==> config.mk <==
export PLATFORM = sky130hd
export DESIGN_NAME = usb3_fifo_reader
export DESIGN_NICKNAME = d
export VERILOG_FILES = /design/src/rtl/usb3_rd_pkg.sv /design/src/rtl/usb3_lat_pipe.sv /design/src/rtl/usb3_fifo_reader.sv
export SDC_FILE = /design/constraint.sdc
export NUM_CORES = 1
export LEC_CHECK = 0
export CAP_MARGIN = 40
export CORE_MARGIN = 3
export CORE_UTILIZATION = 50
export CTS_BUF_LIST = sky130_fd_sc_hd__clkbuf_2
export DETAILED_ROUTE_END_ITERATION = 6
export GPL_ROUTABILITY_DRIVEN = 1
export GPL_TIMING_DRIVEN = 0
export HOLD_SLACK_MARGIN = 0.02
export MAX_ROUTING_LAYER = met4
export PLACE_DENSITY = 0.95
export RECOVER_POWER = 50
export SLEW_MARGIN = 20
export SYNTH_ARGS = -nofsm -noshare
export SYNTH_HDL_FRONTEND = slang
export SYNTH_SLANG_ARGS = --single-unit
export TNS_END_PERCENT = 50
==> constraint.sdc <==
create_clock -name clk -period 4.7 [get_ports clk]
set_input_delay 0.94 -clock clk [delete_from_list [all_inputs] [get_ports clk]]
set_output_delay 0.94 -clock clk [all_outputs]
set_load 0.01 [all_outputs]
==> src/rtl/usb3_rd_pkg.sv <==
// Shared definitions for the FX3 slave-FIFO read path: state codes and default
// burst geometry. ram_cache_bb decodes ST_READ from here as well.
package usb3_rd_pkg;

   typedef enum logic [3:0] {
      ST_IDLE   = 4'd0,
      ST_ARM    = 4'd3,
      ST_SETTLE = 4'd4,
      ST_OE     = 4'd5,
      ST_READ   = 4'd6,
      ST_DRAIN  = 4'd7
   } rd_state_t;

   localparam int DEF_RD_LATENCY = 2;
   localparam int DEF_BURST_LEN  = 256;

endpackage

==> src/rtl/usb3_lat_pipe.sv <==
// Shift register with synchronous flush; carries the read-issued bit through
// the FX3 read latency plus the data capture stage.
module usb3_lat_pipe #(
   parameter int DEPTH = 3
) (
   input  logic             clk,
   input  logic             flush,
   input  logic             din,
   output logic [DEPTH-1:0] taps
);

   always_ff @(posedge clk) begin
      if (flush) begin
         taps <= '0;
      end else begin
         taps <= {taps[DEPTH-2:0], din};
      end
   end

endmodule

==> src/rtl/usb3_fifo_reader.sv <==
// FX3 synchronous slave FIFO burst reader: sequences SLCS/SLOE/SLRD per packet
// and delivers captured words with a per-word valid to the cache.
module usb3_fifo_reader
   import usb3_rd_pkg::*;
#(
   parameter int         BURST_LEN  = DEF_BURST_LEN,
   parameter int         RD_LATENCY = DEF_RD_LATENCY,
   parameter logic [1:0] FIFO_ADDR  = 2'b11
) (
   input  logic        clk,
   input  logic        rst,
   input  logic        USB3_FLAGA,
   input  logic        USB3_FLAGB,
   input  logic [31:0] USB3_DQ,
   input  logic        cache_ready,
   output logic        USB3_SLCS_N,
   output logic        USB3_SLOE_N,
   output logic        USB3_SLRD_N,
   output logic [1:0]  USB3_A,
   output logic [3:0]  usb_rd_state,
   output logic [31:0] data,
   output logic        data_valid,
   output logic [8:0]  burst_words,
   output logic        short_burst
);

   localparam int         PIPE_DEPTH = RD_LATENCY + 1;
   localparam logic [8:0] LAST_BEAT  = 9'(BURST_LEN - 1);
   localparam logic [1:0] DRAIN_LAST = 2'(RD_LATENCY - 1);

   rd_state_t             state;
   logic                  flaga_q;
   logic                  flagb_q;
   logic [8:0]            beat_cnt;
   logic [1:0]            drain_cnt;
   logic                  slrd_n_q;
   logic                  rd_issue;
   logic [PIPE_DEPTH-1:0] vld_taps;

   // A low registered FLAGB suppresses the strobe of the cycle it is seen in,
   // so the read that would overrun the watermark is never issued.
   assign rd_issue     = ~slrd_n_q & flagb_q;
   assign USB3_SLRD_N  = ~rd_issue;
   assign usb_rd_state = state;

   always_ff @(posedge clk) begin
      if (rst) begin
         state       <= ST_IDLE;
         flaga_q     <= 1'b0;
         flagb_q     <= 1'b0;
         beat_cnt    <= '0;
         drain_cnt   <= '0;
         slrd_n_q    <= 1'b1;
         USB3_SLCS_N <= 1'b1;
         USB3_SLOE_N <= 1'b1;
         USB3_A      <= 2'b00;
         burst_words <= '0;
         short_burst <= 1'b0;
      end else begin
         flaga_q <= USB3_FLAGA;
         flagb_q <= USB3_FLAGB;
         unique case (state)
            ST_IDLE: begin
               if (flaga_q && cache_ready) begin
                  state       <= ST_ARM;
                  USB3_SLCS_N <= 1'b0;
                  USB3_A      <= FIFO_ADDR;
               end
            end
            ST_ARM: begin
               beat_cnt    <= '0;
               short_burst <= 1'b0;
               state       <= ST_SETTLE;
            end
            ST_SETTLE: begin
               if (!flaga_q) begin
                  state       <= ST_IDLE;
                  USB3_SLCS_N <= 1'b1;
                  USB3_A      <= 2'b00;
               end else begin
                  state       <= ST_OE;
                  USB3_SLOE_N <= 1'b0;
               end
            end
            ST_OE: begin
               state    <= ST_READ;
               slrd_n_q <= 1'b0;
            end
            ST_READ: begin
               if (!flagb_q || beat_cnt == LAST_BEAT) begin
                  state       <= ST_DRAIN;
                  slrd_n_q    <= 1'b1;
                  burst_words <= beat_cnt;
                  drain_cnt   <= '0;
                  if (!flagb_q) begin
                     short_burst <= 1'b1;
                  end
               end else begin
                  beat_cnt <= beat_cnt + 9'd1;
               end
            end
            ST_DRAIN: begin
               if (drain_cnt == DRAIN_LAST) begin
                  state       <= ST_IDLE;
                  USB3_SLCS_N <= 1'b1;
                  USB3_SLOE_N <= 1'b1;
                  USB3_A      <= 2'b00;
               end else begin
                  drain_cnt <= drain_cnt + 2'd1;
               end
            end
            default: begin
               state       <= ST_IDLE;
               slrd_n_q    <= 1'b1;
               USB3_SLCS_N <= 1'b1;
               USB3_SLOE_N <= 1'b1;
               USB3_A      <= 2'b00;
            end
         endcase
      end
   end

   usb3_lat_pipe #(
      .DEPTH(PIPE_DEPTH)
   ) u_vld_pipe (
      .clk   (clk),
      .flush (rst),
      .din   (rd_issue),
      .taps  (vld_taps)
   );

   assign data_valid = vld_taps[PIPE_DEPTH-1];

   // Capture on the edge that raises data_valid, so data holds between words.
   always_ff @(posedge clk) begin
      if (rst) begin
         data <= '0;
      end else if (vld_taps[PIPE_DEPTH-2]) begin
         data <= USB3_DQ;
      end
   end

endmodule
==> results of run 1 <==
-- per-layer routing --
metal	up-vias	share of wire, %	global-route usage, %	wire length (µm)
li1	1098	-	-	-
met1	1027	41	25.1	2620
met2	78	51	39.1	3280
met3	21	4.3	4.47	273
met4	0	3.9	13.5	248
met5	-	0	-	0
-- sequential cells by signal, summed over array words and instances (netlist names) --
| name | count |
|---|---|
| flagb_q | 1 |
| USB3_SLOE_N | 1 |
| data | 32 |
| short_burst | 1 |
| USB3_SLCS_N | 1 |
| slrd_n_q | 1 |
| burst_words | 9 |
| beat_cnt | 9 |
| u_vld_pipe.taps | 3 |
| flaga_q | 1 |
| drain_cnt | 2 |
| USB3_A | 1 |
| usb_rd_state | 3 |
-- worst max-delay path: stages, from the launching register on --
cell	delay (ns)
dfxtp_1	0.39
nand2b_1	0.14
clkdlybuf4s50_1	0.56
-- cell usage after synthesis (3+ instances only) --
master,instances
mux2i_1,42
dfxtp_1,65
a21oi_1,13
nand2b_1,3
o21ai_0,3
nor2_1,55
clkbuf_1,6
buf_2,7
xnor2_1,5
nand2_1,9
buf_1,3
ha_1,3
nor2b_1,5
nand3_1,3
nor3_1,4
inv_1,5
-- cells by family after synthesis --
group,share of synthesized area (%)
AND/OR/NAND/NOR,17.3
flip-flops,50.1
multiplexers,16.2
AO/OA/AOI/OAI,7.99
buffers and inverters,4.81
XOR/XNOR,2.02
adder cells (fa/ha/maj),1.44
other,0.144
-- final cells by class --
type	count	area, µm²
Fill cell	366	1250
Buffer	20	98.8
Clock buffer	10	50.0
Clock inverter	5	47.5
Multi-Input combinational cell	177	1150
Inverter	5	18.8
Timing Repair Buffer	87	871
Sequential cell	65	1300
Tap cell	67	83.8
-- worst paths after layout --
path,start,endpoint,cells past startpoint
worst max-delay path,slrd_n_q,USB3_SLRD_N,2
worst min-delay path,u_vld_pipe.taps[0],u_vld_pipe.taps[1],1
worst max register to register,beat_cnt[2],burst_words[6],9
worst min register to register,u_vld_pipe.taps[0],u_vld_pipe.taps[1],1
-- through the flow --
stage | util [%] | setup WS, ns
floorplan | - | 2.66
global placement | 72.8 | 2.17
detailed placement | 72.8 | 2.11
CTS | 74.8 | 2.15
global route | 74.3 | 1.97
finish | 74.3 | 2.17
-- power by group through the flow --
stage	clock [mW]	sequential (mW)	combinational (mW)
after floorplan	0	0.568	0.0208
after global placement	0	0.567	0.0597
after detailed placement	0	0.568	0.0616
after CTS	0.314	0.556	0.0622
after global routing	0.337	0.557	0.0662
final	0.310	0.556	0.0614
==> run metrics, run 1 <==
final hold slack 0.459 ns; Switching Share 23.6%; Worst Tran Pin Value 0.484 ns; CP required 3.76 ns; Cell Rows 25; YS warnings 0; RSZ-0062 raised after global routing false; largest net degree at the start of global routing 11; Fin. Hold Viols 0; leakage 1.26 nW; Core Box Area 4880 µm²; sequential fraction of the synthesis area 50.1%; post-synthesis cell type count 41; Post-synth ARST share 0%; commonest non-fill, non-tap cell in the layout clkdlybuf4s50_1; antenna cells 0; Yosys top cell by area dfxtp_1; Max Cap Viol 0; Post-CTS Repair Setup Buffers 0; commonest non-fill, non-tap cells in the layout 83 x clkdlybuf4s50_1, 65 x dfxtp_1, 55 x nor2_1; hold_buf cts 0; placed cell count 421; die area 6100 µm²; DRC 0; CP Data Arrival Time 1.59 ns; Mapped Cells 267; first-pass GRT wire length 10.8 mm; Placed Instance Area 3550 µm²; Synth-to-Final Area Change 39.5%; total wire length after detailed routing 6.42 mm; post-CTS sizing 0; CTS tree built; Avg Inst Size Synth 9.73 µm²; CTS buffer count 9; TritonRoute pass-1 iters 4; remaining antenna violation count 0; vias 2224; Power, Total 928 µW; via/cell ratio 5.10; initial DRC count 206; CP endpoint kind output pin; nets 405; CP startpoint kind register; Max-slew headroom 66.9%; Total GRT Usage 23.0%; layout cell share with drive strength beyond 1 7.05%; combinational share of power 6.6%; DP HPWL 4.78 mm; CTS sink count 65; Post-synth top flop dfxtp_1; VDD IR max 180 µV; # IOs 89; Clock Skew 0.0281 ns; setup violators final 0; reg-to-reg slack, setup 2.25 ns; routed length per instance 14.7 µm; clock buffer depth 2; Post-Syn Nets 307; synthesized area 2600 µm²; pwr dens 256 nW/µm²; antenna violations before repair 0; vias in the first global route 2340; clock share of power 33.4%; initial core utilization 53.3%; share of Yosys cell area claimed by the top area cell type 50.1%; Sum Neg Setup Slack 0 ns; Final Non-Filler Cells 436; ranking of synthesized cells by area dfxtp_1 50%, mux2i_1 16%, nor2_1 7.9%, a21oi_1 2.5%, xnor2_1 1.7%; Port-buffer cells 87; run status completed; final worst path period share 53.9%; f_max 0.395 GHz; Tmin final 2.53 ns; die height 78.1 µm; number of H-tree levels 3; FF+latch count, synth 65; max-slew violation count 0; final instance area 3630 µm²; grt total ovfl 0; clk slew on worst S/H paths 0.18 ns; EDFF count, synth 0; type of the worst min-delay path register to register; net load switching power 219 µW; P_int 708 µW; GPL Wtd Cong 0.829; clock latency on the worst-skew pair 0.49 ns; clk root buf clkbuf_2; die width 78.1 µm; CP Max Fanout 3; sequential power share 59.9%; worst setup path category register to output pin
(Power assumes the default switching activity.)
==> inputs of run 2 (changes only) <==
CORE_UTILIZATION = 47   (was 50)
PLACE_DENSITY = 0.91   (was 0.95)
clock period = 2.6 ns   (was 4.7 ns; I/O delays follow)
==> run 2 against run 1 <==
  * Register-to-register slack worse by 2.0 ns
  * Flip-flop and latch count stayed put
  * Clock skew is 0.0057 ns lower
  * Utilization is 4.4 points lower
  * Hold slack better by 0.014 ns
  * Highest routed layer unchanged
  * Wire length is 4.3% lower
  * First-iteration DRC count is 46% lower
  * Largest cell class unchanged
  * Combinational power is 78% higher
==> run metrics, run 2 (same netlist as run 1, synthesis figures left out) <==
clock share of power 34.0% (was 33.4%); CP startpoint kind register (unchanged); largest registers ranked by flip-flop count data x32, beat_cnt x9, burst_words x9 (unchanged); Power, Total 1.69 mW (was 928 µW); Sum Neg Setup Slack 0 ns (unchanged); Hold Path Depth 1 (unchanged); Core Box Area 5240 µm² (was 4880 µm²); Clock Skew 0.0224 ns (was 0.0281 ns); antenna cells 0 (unchanged); layout cell share with drive strength beyond 1 7.84% (was 7.05%); P_int 1.29 mW (was 708 µW); reg-to-reg slack, setup 0.26 ns (was 2.25 ns); CP most frequent cell nor2_1; die area 6460 µm² (was 6100 µm²); grt total ovfl 0 (unchanged); largest net degree at the start of global routing 12 (was 11); leakage 1.29 nW (was 1.26 nW); Final Non-Filler Cells 440 (was 436); GPL Wtd Cong 0.818 (was 0.829); final worst path period share 90.0%; die width 80.4 µm (was 78.1 µm); Worst path depth 9 (was 2); Hold Crit Start u_vld_pipe.taps[0] (unchanged); setup violators final 0 (unchanged); # IOs 89 (unchanged); VDD IR max 315 µV (was 180 µV); post-CTS sizing 0 (unchanged); Reg2Reg Depth 9 (unchanged); clock buffer depth 2 (unchanged); max-slew violation count 0 (unchanged); routed length per instance 14.0 µm (was 14.7 µm); CP Cell Sequence nand3_1 -> or2_0 -> nor2_1 -> ha_1 -> nand2b_1 -> nor3b_1 -> buf_4 -> mux2i_1 -> nor2_1 (was nand2b_1 -> clkdlybuf4s50_1); DP HPWL 4.66 mm (was 4.78 mm); CTS sink count 65 (unchanged); number of flip-flops in the largest register 32 (unchanged); first-pass GRT wire length 10.6 mm (was 10.8 mm); CP max stage cell dfxtp_1 (was clkdlybuf4s50_1); WHS Endpoint u_vld_pipe.taps[1] (unchanged); hold_buf cts 0 (unchanged); commonest non-fill, non-tap cell in the layout clkdlybuf4s50_1 (unchanged); sequential power share 59.5% (was 59.9%); CP required 2.97 ns (was 3.76 ns); Tmin final 2.34 ns; via/cell ratio 5.06 (was 5.10); clk slew on worst S/H paths 0.18 ns (about the same); vias 2226 (was 2224); remaining antenna violation count 0 (unchanged); pwr dens 461 nW/µm² (was 256 nW/µm²); f_max 0.427 GHz; CTS tree built (unchanged); CP Data Arrival Time 2.71 ns (was 1.59 ns); die height 80.4 µm (was 78.1 µm); vias in the first global route 2272 (was 2340); Crit path largest cell delay 0.46 ns (was 0.56 ns); Top reg by flops data (unchanged); initial DRC count 112 (was 206); Post-CTS Repair Setup Buffers 0 (unchanged); Fin. Hold Viols 0 (unchanged); number of H-tree levels 3 (unchanged); Switching Share 23.8% (was 23.6%); Total GRT Usage 22.0% (was 23.0%); CTS buffer count 9 (unchanged); placed cell count 424 (was 421); CP Buf/Inv Count 1 (unchanged); nets 405 (unchanged); Port-buffer cells 87 (unchanged); CP endpoint kind register (was output pin); DRC 0 (unchanged); TritonRoute pass-1 iters 4 (unchanged); combinational share of power 6.5% (was 6.6%); commonest non-fill, non-tap cells in the layout 72 x clkdlybuf4s50_1, 65 x dfxtp_1, 55 x nor2_1 (was 83 x clkdlybuf4s50_1, 65 x dfxtp_1, 55 x nor2_1); clk root buf clkbuf_2 (unchanged); RSZ-0062 raised after global routing false (unchanged); FF-to-FF End burst_words[6] (unchanged); run status completed (unchanged); CP Max Fanout 10 (was 3); total wire length after detailed routing 6.14 mm (was 6.42 mm); worst setup path category register to register (was register to output pin); CP top delay family simple AND/OR/NAND/NOR gates (was buffers and inverters); Max Cap Viol 0 (unchanged); type of the worst min-delay path register to register (unchanged); net load switching power 402 µW (was 219 µW); Cell Rows 26 (was 25); Critical R2R Launch beat_cnt[2] (unchanged); Synth-to-Final Area Change 40.9% (was 39.5%); clock latency on the worst-skew pair 0.47 ns (was 0.49 ns); initial core utilization 49.6% (was 53.3%); antenna violations before repair 0 (unchanged)
==> run 2: power by group through the flow <==
stage                     logic, mW  registers [mW]  clock network (mW)
after floorplan              0.0376            1.03                   0
after global placement        0.109            1.03                   0
after detailed placement      0.111            1.03                   0
after CTS                     0.112            1.01               0.596
after global routing          0.119            1.01               0.639
final                         0.109            1.01               0.575
==> run 2: per-layer routing <==
| metal | track usage, % | wire length (µm) | vias up |
|---|---|---|---|
| li1 | - | - | 1100 |
| met1 | 25.8 | 2600 | 1029 |
| met2 | 33.3 | 2880 | 87 |
| met3 | 10.1 | 576 | 10 |
| met4 | 7.94 | 86 | 0 |
| met5 | - | 0 | - |
==> run 2: worst max-delay path by stage <==
stage,startpoint,to
finish,beat_cnt[2],burst_words[6]
global route,beat_cnt[2],burst_words[6]
CTS,beat_cnt[2],burst_words[6]
detailed placement,beat_cnt[2],burst_words[6]
global placement,beat_cnt[2],burst_words[2]
floorplan,beat_cnt[2],burst_words[3]
==> run 2: area by class of cell <==
type                       count  area [µm²]
fill                         375        1580
buffer                        20         101
clock buffer                  10        50.0
tap                           70        87.6
clock inverter                 6        58.8
inverter                       5        18.8
multi-input combinational    177        1170
timing repair buffer          87         871
sequential                    65        1300
==> run 2: per-stage QoR <==
step	area, µm²	setup WS (ns)	utilization (%)	hold WS, ns
floorplan	2600	0.556	-	0.414
global placement	3560	0.255	67.9	0.424
CTS	3670	0.167	70.0	0.473
global route	3660	0.0104	69.9	0.494
detailed placement	3560	0.189	67.9	0.450
finish	3660	0.259	69.9	0.473
==> run 2: worst reg2reg max path, delay by kind of cell (launching register included) <==
kind                     cells  cell delay, ns
adder cells (fa/ha/maj)      1            0.17
buffers and inverters        1            0.28
flip-flops                   1            0.46
multiplexers                 1            0.22
AND/OR/NAND/NOR              6            1.13
==> inputs of run 3 (changes only) <==
PLACE_DENSITY = unset   (was 0.91)
PLACE_DENSITY_LB_ADDON = 0.12   (was unset)
==> run 3 against run 2 <==
  * Clock skew is 0.0050 ns lower
  * Critical path type unchanged
  * Clock-buffer cell count stayed put
  * First-iteration DRC count is 9.8% higher
  * Register-to-register slack worse by 0.03 ns
  * Maximum frequency is 1.4% lower
  * Global-route usage is 2.3 points lower
  * Flip-flop and latch count unchanged
==> run metrics, run 3 (same netlist as run 1, synthesis figures left out) <==
run status completed (unchanged); RSZ-0062 raised after global routing false (unchanged); number of H-tree levels 3 (unchanged); CP Data Arrival Time 2.71 ns (about the same); vias 2187 (was 2226); layout cell share with drive strength beyond 1 7.30% (was 7.84%); DP HPWL 4.32 mm (was 4.66 mm); WHS Endpoint u_vld_pipe.taps[1] (unchanged); largest net degree at the start of global routing 12 (unchanged); Core Box Area 5240 µm² (unchanged); first-pass GRT wire length 9.62 mm (was 10.6 mm); hold_buf cts 0 (unchanged); commonest non-fill, non-tap cell in the layout clkdlybuf4s50_1 (unchanged); leakage 1.31 nW (was 1.29 nW); die area 6460 µm² (unchanged); via/cell ratio 4.97 (was 5.06); nets 405 (unchanged); grt total ovfl 0 (unchanged); Max-slew headroom 56.4%; Cell Rows 26 (unchanged); reg-to-reg slack, setup 0.23 ns (was 0.26 ns); CTS buffer count 9 (unchanged); type of the worst min-delay path register to register (unchanged); Tmin final 2.37 ns (was 2.34 ns); Hold Crit Start u_vld_pipe.taps[0] (unchanged); remaining antenna violation count 0 (unchanged); Total GRT Usage 19.7% (was 22.0%); die width 80.4 µm (unchanged); final worst path period share 91.3% (was 90.0%); antenna cells 0 (unchanged); Final Core Density 70.4% (was 69.9%); TritonRoute pass-1 iters 4 (unchanged); CP endpoint kind register (unchanged); CP startpoint kind register (unchanged); max-slew violation count 0 (unchanged); Critical R2R Launch beat_cnt[2] (unchanged); vias in the first global route 2077 (was 2272); Fin. Hold Viols 0 (unchanged); die height 80.4 µm (unchanged); CTS tree built (unchanged); clock latency on the worst-skew pair 0.46 ns (was 0.47 ns); antenna violations before repair 0 (unchanged); Port-buffer cells 87 (unchanged); f_max 0.421 GHz (was 0.427 GHz); CTS sink count 65 (unchanged); GPL Wtd Cong 0.858 (was 0.818); CP Max Fanout 10 (unchanged); setup violators final 0 (unchanged); pwr dens 484 nW/µm² (was 461 nW/µm²); CP required 2.93 ns (was 2.97 ns); initial DRC count 123 (was 112); largest registers ranked by flip-flop count data x32, beat_cnt x9, burst_words x9 (unchanged); Max Cap Viol 0 (unchanged); # IOs 89 (unchanged); DRC 0 (unchanged); clock buffer depth 2 (unchanged); total wire length after detailed routing 5.81 mm (was 6.14 mm); worst setup path category register to register (unchanged); Synth-to-Final Area Change 41.9% (was 40.9%); clk root buf clkbuf_2 (unchanged); Hold Path Depth 1 (unchanged); VDD IR max 420 µV (was 315 µV); number of flip-flops in the largest register 32 (unchanged); Worst Tran Pin Value 0.654 ns; initial core utilization 49.6% (unchanged); commonest non-fill, non-tap cells in the layout 71 x clkdlybuf4s50_1, 65 x dfxtp_1, 55 x nor2_1 (was 72 x clkdlybuf4s50_1, 65 x dfxtp_1, 55 x nor2_1); clk slew on worst S/H paths 0.18 ns (about the same); Top reg by flops data (unchanged); routed length per instance 13.2 µm (was 14.0 µm); Power, Total 1.79 mW (was 1.69 mW); Reg2Reg Depth 9 (unchanged); FF-to-FF End burst_words[6] (unchanged); Clock Skew 0.0174 ns (was 0.0224 ns); Sum Neg Setup Slack 0 ns (unchanged)
==> run 3: changes by cell type in the layout (fill, tap and decap cells not counted), sizes merged <==
cell           change
buf                -2
clkinv             +1
clkinvlp           -2
bufinv             +1
clkdlybuf4s50      -1
clkbuf             +2
dlygate4sd3        +1
==> run 3: through the flow <==
step / area, µm² / setup WS [ns] / hold WS [ns] / std cells
2_1_floorplan: 2600 / 0.556 / 0.414 / 267
3_3_place_gp: 3560 / 0.232 / 0.423 / 424
3_5_place_dp: 3560 / 0.239 / 0.422 / 424
4_1_cts: 3690 / 0.190 / 0.458 / 440
5_1_grt: 3690 / 0.0384 / 0.492 / 440
6_report: 3690 / 0.226 / 0.458 / 440
==> run 3: worst max path at each step <==
stage | startpoint | end | slack, ns | depth (start not counted)
final | beat_cnt[2] | burst_words[6] | 0.23 | 9
after global routing | beat_cnt[2] | burst_words[4] | 0.04 | 9
after CTS | beat_cnt[2] | burst_words[6] | 0.19 | 9
after detailed placement | beat_cnt[2] | burst_words[6] | 0.24 | 9
after global placement | beat_cnt[2] | burst_words[8] | 0.23 | 9
after floorplan | beat_cnt[2] | burst_words[3] | 0.56 | 9
==> run 3: report_power, final <==
| part | switching [mW] | leakage, nW | internal [mW] | total [mW] |
|---|---|---|---|---|
| combinational | 0.0434 | 0.703 | 0.0671 | 0.111 |
| clock | 0.351 | 0.0833 | 0.319 | 0.669 |
| sequential | 0.00412 | 0.524 | 1.00 | 1.01 |
==> run 3: cell type report <==
class | count | area, µm²
plain buffers | 20 | 105
clock buffers | 10 | 50.0
clock inverters | 6 | 82.6
fillers | 426 | 1550
inverters | 5 | 18.8
multi-input cells | 177 | 1170
flip-flops and latches | 65 | 1300
well taps | 70 | 87.6
repair buffers | 87 | 871
==> run 3: repair_timing <==
item | 4_1_cts | 5_1_grt
gates resized for setup | 0 | 1
buffers inserted | 0 | 0
setup endpoints to repair | 0 | 4
==> run 3: critical path, stage by stage (launching register included) <==
cell and delay, ns:
dfxtp_1 0.46, nand3_1 0.16, or2_0 0.28, nor2_1 0.12, ha_1 0.17, nand2b_1 0.20, nor3b_1 0.27, clkbuf_4 0.32
mux2i_1 0.20, nor2_1 0.05
==> run 3: metal layers <==
metal | track usage [%] | part of all wire (%)
met2 | 28.3 | 46
met5 | - | 0
met3 | 5.16 | 6.4
met4 | 9.63 | 2.1
met1 | 25.7 | 46
